$ cat config.mk
export PLATFORM = sky130hd
export DESIGN_NAME = alt_vipvfr131_common_trigger_responder
export DESIGN_NICKNAME = d
export VERILOG_FILES = /design/src/rtl/alt_vipvfr131_common_pkg.sv /design/src/rtl/alt_vipvfr131_common_sat_updown_counter.sv /design/src/rtl/alt_vipvfr131_common_trigger_responder.sv
export SDC_FILE = /design/constraint.sdc
export NUM_CORES = 1
export LEC_CHECK = 0
export BUFFER_PORTS_ARGS = -buffer_cell sky130_fd_sc_hd__buf_2
export CAP_MARGIN = 20
export CORE_AREA = 5 5 42 44
export CTS_BUF_LIST = sky130_fd_sc_hd__clkbuf_4 sky130_fd_sc_hd__clkbuf_8
export CTS_CLUSTER_SIZE = 20
export DETAILED_ROUTE_END_ITERATION = 8
export DIE_AREA = 0 0 47 49
export GPL_ROUTABILITY_DRIVEN = 0
export PLACE_DENSITY = 0.61
export SYNTH_ARGS = -nofsm -noshare
export SYNTH_HDL_FRONTEND = slang
export SYNTH_SLANG_ARGS = --single-unit
$ cat constraint.sdc
create_clock -name clock -period 1.04 [get_ports clock]
set_input_delay 0.208 -clock clock [delete_from_list [all_inputs] [get_ports clock]]
set_output_delay 0.208 -clock clock [all_outputs]
set_load 0.01 [all_outputs]
$ cat src/rtl/alt_vipvfr131_common_pkg.sv
// Shared constants for alt_vipvfr131_common blocks: trigger-responder state encodings.
package alt_vipvfr131_common_pkg;

  localparam logic [1:0] STATE_IDLE = 2'd0;
  localparam logic [1:0] STATE_REQ  = 2'd1;
  localparam logic [1:0] STATE_BUSY = 2'd2;
  localparam logic [1:0] STATE_ACK  = 2'd3;

  typedef enum logic [1:0] {
    ST_IDLE = STATE_IDLE,
    ST_REQ  = STATE_REQ,
    ST_BUSY = STATE_BUSY,
    ST_ACK  = STATE_ACK
  } trig_state_e;

endpackage

$ cat src/rtl/alt_vipvfr131_common_sat_updown_counter.sv
// Saturating up/down counter; simultaneous inc and dec cancel out.
module alt_vipvfr131_common_sat_updown_counter #(
  parameter int unsigned WIDTH = 2
) (
  input  logic             clk,
  input  logic             rst,
  input  logic             inc,
  input  logic             dec,
  output logic [WIDTH-1:0] count,
  output logic             at_max
);

  logic [WIDTH-1:0] r_count;

  assign count  = r_count;
  assign at_max = (r_count == '1);

  always_ff @(posedge clk or posedge rst) begin
    if (rst) begin
      r_count <= '0;
    end else if (inc && !dec && !at_max) begin
      r_count <= r_count + WIDTH'(1);
    end else if (dec && !inc && (r_count != '0)) begin
      r_count <= r_count - WIDTH'(1);
    end
  end

endmodule

$ cat src/rtl/alt_vipvfr131_common_trigger_responder.sv
// Queues trigger pulses, hands them one at a time to a downstream engine and
// acknowledges each completion (or watchdog expiry) back to the trigger source.
module alt_vipvfr131_common_trigger_responder
  import alt_vipvfr131_common_pkg::*;
#(
  parameter int unsigned PENDING_WIDTH  = 2,
  parameter int unsigned TIMEOUT_CYCLES = 0,
  parameter int unsigned TIMEOUT_WIDTH  = 16
) (
  input  logic                     clock,
  input  logic                     rst,
  input  logic                     trigger_in,
  output logic                     go,
  input  logic                     go_accept,
  input  logic                     done_in,
  output logic                     ack_out,
  output logic                     busy,
  output logic [PENDING_WIDTH-1:0] pending_count,
  output logic                     overflow,
  input  logic                     clear_overflow,
  output logic                     timeout
);

  localparam bit WD_EN = (TIMEOUT_CYCLES != 0);
  // Expiry fires on the edge where the BUSY cycle count reaches TIMEOUT_CYCLES.
  localparam logic [TIMEOUT_WIDTH-1:0] WD_LAST =
    WD_EN ? TIMEOUT_WIDTH'(TIMEOUT_CYCLES - 1) : '0;

  trig_state_e              r_state;
  trig_state_e              w_next;
  logic [TIMEOUT_WIDTH-1:0] r_wd;
  logic [PENDING_WIDTH-1:0] w_count;
  logic                     w_at_max;
  logic                     w_dec;
  logic                     w_drop;
  logic                     w_expire;
  logic                     w_timeout;
  logic                     r_go;
  logic                     r_busy;
  logic                     r_ack;
  logic                     r_overflow;
  logic                     r_timeout;

  assign w_dec    = (r_state == ST_REQ) && go_accept;
  assign w_drop   = trigger_in && w_at_max && !w_dec;
  assign w_expire = WD_EN && (r_wd == WD_LAST);

  alt_vipvfr131_common_sat_updown_counter #(
    .WIDTH (PENDING_WIDTH)
  ) u_pending (
    .clk    (clock),
    .rst    (rst),
    .inc    (trigger_in),
    .dec    (w_dec),
    .count  (w_count),
    .at_max (w_at_max)
  );

  always_ff @(posedge clock or posedge rst) begin
    if (rst) r_state <= ST_IDLE;
    else     r_state <= w_next;
  end

  always_comb begin
    w_next    = r_state;
    w_timeout = 1'b0;
    case (r_state)
      ST_IDLE: if (w_count != '0) w_next = ST_REQ;
      ST_REQ:  if (go_accept) w_next = ST_BUSY;
      ST_BUSY: begin
        if (done_in) begin
          w_next = ST_ACK;
        end else if (w_expire) begin
          w_next    = ST_ACK;
          w_timeout = 1'b1;
        end
      end
      ST_ACK:  w_next = ST_IDLE;
      default: w_next = ST_IDLE;
    endcase
  end

  // Watchdog: cleared on BUSY entry, counts BUSY cycles, saturates.
  always_ff @(posedge clock or posedge rst) begin
    if (rst) begin
      r_wd <= '0;
    end else if (w_dec) begin
      r_wd <= '0;
    end else if ((r_state == ST_BUSY) && (r_wd != '1)) begin
      r_wd <= r_wd + TIMEOUT_WIDTH'(1);
    end
  end

  // Outputs registered from the next state so they line up with r_state.
  always_ff @(posedge clock or posedge rst) begin
    if (rst) begin
      r_go       <= 1'b0;
      r_busy     <= 1'b0;
      r_ack      <= 1'b0;
      r_timeout  <= 1'b0;
      r_overflow <= 1'b0;
    end else begin
      r_go      <= (w_next == ST_REQ);
      r_busy    <= (w_next != ST_IDLE);
      r_ack     <= (w_next == ST_ACK);
      r_timeout <= w_timeout;
      if (w_drop)              r_overflow <= 1'b1;
      else if (clear_overflow) r_overflow <= 1'b0;
    end
  end

  assign go            = r_go;
  assign busy          = r_busy;
  assign ack_out       = r_ack;
  assign timeout       = r_timeout;
  assign overflow      = r_overflow;
  assign pending_count = w_count;

endmodule

==> results.py <==
metrics = {
    "drt": {
        "dr.pass1.iters": 2,
        "via_count": 286,
        "vias_per_cell": 4.40,
        "routed_wl_um": 733,
        "postRouteAntennaNets": 0,
        "avgRoutedWirePerCell_um": 11.3,
        "drt_iter0_markers": 1,
        "route.detailed.drc": 0,
    },
    "worst_setup_path": {
        "crit_arrival_ns": 1.22,
        "cp-start-kind": "flop",
        "path_cells": "and2b_1 > or2_4 > nand2b_4",
        "cp_max_fo": 3,
        "end_kind": "flop",
        "cp.required_ns": 1.18,
        "crit_path_max_incr_delay_ns": 0.38,
        "crit_slowest_cell": "dfrtp_1",
        "crit_type": "reg2reg",
    },
    "power_and_ir_drop": {
        "irDropWorstVdd_uv": 895,
        "p_leak_nw": 0.251,
        "combPwrFrac_pct": 43.6,
        "p_seq_share_pct": 38.3,
        "finalPower_mw": 1.40,
        "clockPowerShare_pct": 18.0,
        "p_switching_uw": 466,
        "intPower_uw": 930,
        "p_sw_share_pct": 33.4,
        "power_density_nw_per_um2": 2640,
    },
    "sta": {
        "fin_ws_ns": -0.0388,
        "fmax_mhz": 927,
        "period_share_pct": 104,
        "rsz0062_at_grt": "true",
        "maxSlewViolCount": 0,
        "hold_viol": 0,
        "fin_crit_ns": 1.08,
        "report.final.setup_viol": 5,
        "fin_skew_ns": 0.00608,
    },
    "clock_network": {
        "clkLatencyLatePin_ns": 0.26,
        "numCtsBuffers": 3,
        "cts.clk_slew.worst_paths_ns": 0.06,
        "htreeDepth": 1,
        "clock_sinks": 8,
        "cts_tree": "yes",
        "root_buffer": "clkbuf_4",
        "clock_path_buffers": 2,
    },
    "global_routing": {
        "grt-ovfl-total": 0,
        "grt_pass1_vias": 279,
        "track_usage_pct": 7.86,
        "grt_first_pass_wirelength_um": 1190,
        "antenna_found_initial": 0,
        "grt_max_degree": 9,
    },
    "yosys": {
        "synth-seq-cells": 8,
        "yosysWarnings": 0,
        "synthCells": 32,
        "synth_cell_type_count": 19,
        "post-synth-top-area-cell": "dfrtp_1",
        "avgSynthCellArea_sq_um": 11.3,
        "ys_seq_area_share_pct": 55.2,
        "synth_top_area_share_pct": 55.2,
        "syn_nets": 38,
        "netlist_area_sq_um": 363,
        "synthTopCellsByArea": "dfrtp_1 (55%), a21oi_1 (4.1%), o21ai_0 (4.1%)",
    },
    "die": {
        "die_y_um": 49,
        "die_area_sq_um": 2300,
        "ios": 13,
        "core_sq_um": 1400,
        "die_width_um": 47,
        "rows": 14,
        "start_util_pct": 25.9,
    },
    "outcome": {
        "outcome": "complete, but fails checks",
        "violations": "setup timing",
    },
    "cells_and_area": {
        "final_cells": 65,
        "multi_input_area_sq_um": 148,
        "fin_nets": 57,
        "fillers": 150,
        "syn_to_final_growth_pct": 45.5,
        "drive_gt1_share_pct": 51.0,
        "diodes": 0,
        "register_area_sq_um": 203,
    },
    "placed_design": {
        "placedCellCount": 60,
        "dp_slack_ns": -0.0336,
        "io_buffers": 11,
        "hpwl_um": 535,
    },
    "min_path": {
        "hold_path.class": "in2reg",
    },
    "flow_run": {
        "maxCapViolCount": 0,
    },
}
-- worst paths after layout --
check                      slack [ns]  depth (start not counted)                  to           start
setup / recovery                -0.04                          3                busy      r_state[0]
hold / removal                   0.12                          2            overflow  clear_overflow
setup reg to reg                -0.04                          3                busy      r_state[0]
hold reg to reg                  0.54                          2            overflow        overflow
max in group asynchronous        0.37                          3  u_pending.count[0]             rst
min in group asynchronous        0.42                          3            overflow             rst
-- per-layer routing --
layer / GRT usage [%] / up-vias / share of wire [%]
met5: 0 / - / 0
met2: 11.1 / 10 / 49
met3: 1.11 / 4 / 6.3
li1: - / 139 / -
met1: 7.83 / 133 / 38
met4: 11.1 / 0 / 6.8
-- cell usage in the layout, fill, tap and decap left out --
master and instances:
and2b_1 1, buf_12 1, mux2i_1 1, buf_2 9, and3b_4 1, inv_1 3, o31ai_4 1, nand3b_1 1
buf_6 3, nor3b_1 1, dfrtp_2 2, a21oi_1 3, dfrtp_1 6, nand3_1 1, conb_1 1, nand2b_1 1
dlygate4sd3_1 1, or2_4 1, nand2b_4 1, buf_4 2, o22ai_1 1, and2_2 1, clkbuf_4 3, o21ai_0 3
-- layout make-up --
class | count | share of cell area, %
Timing Repair Buffer | 16 | 23.5
Clock buffer | 3 | 4.27
Inverter | 3 | 2.13
Multi-Input combinational cell | 19 | 28.0
Tap cell | 16 | 3.79
Sequential cell | 8 | 38.4
-- cells in the mapped netlist, drive strengths merged --
cell	number
o21ai	3
and2	1
buf	2
nand2b	2
inv	3
nand3b	1
dfrtp	8
nand3	1
nor3b	1
and3b	1
and2b	1
conb	1
o22ai	1
or2	1
a21oi	3
mux2i	1
o31ai	1
-- worst max-delay path, delay by kind of cell (launching register included) --
family	cells	cell delay, ns
and+or+nand+nor	3	0.58
DFF	1	0.38
-- power by group through the flow --
stage	sequential, mW	clock, mW	combinational [mW]
final	0.535	0.252	0.609
after global routing	0.553	0.267	0.670
after CTS	0.536	0.252	0.622
after detailed placement	0.528	0	0.560
after global placement	0.521	0	0.554
after floorplan	0.552	0	0.330
-- what timing repair did --
action | 4_1_cts | 5_1_grt
resized for setup | 5 | 0
hold buffers | 1 | 0
hold endpoints to repair | 8 | 0
setup buffers | 1 | 0
cloned | 0 | 0
endpoints found under the setup margin | 5 | 5
-- through the flow --
| stage | utilization [%] | TNS (ns) | area, sq um | hold WS (ns) |
|---|---|---|---|---|
| after global routing | 37.7 | -0.310 | 528 | 0.138 |
| after detailed placement | 32.6 | -0.0493 | 457 | 0.170 |
| after global placement | 32.6 | -0.00783 | 457 | 0.161 |
| after floorplan | - | -0.0393 | 372 | 0.0237 |
| final | 37.7 | -0.107 | 528 | 0.123 |
| after CTS | 37.7 | -0.109 | 528 | 0.126 |
-- state kept, by name, indices dropped and copies added (netlist names) --
name	count
ack_out	1
busy	1
go	1
overflow	1
r_state	2
u_pending.count	2
-- cell families after synthesis --
kind of cell	Yosys count	share of synthesized area [%]
AOI/OAI and AO/OA	8	13.4
muxes	1	2.76
and+or+nand+nor	9	21.0
DFF	8	55.2
other	1	1.03
buffers and inverters	5	6.55
Note: power is estimated with default switching activity, not from simulation.
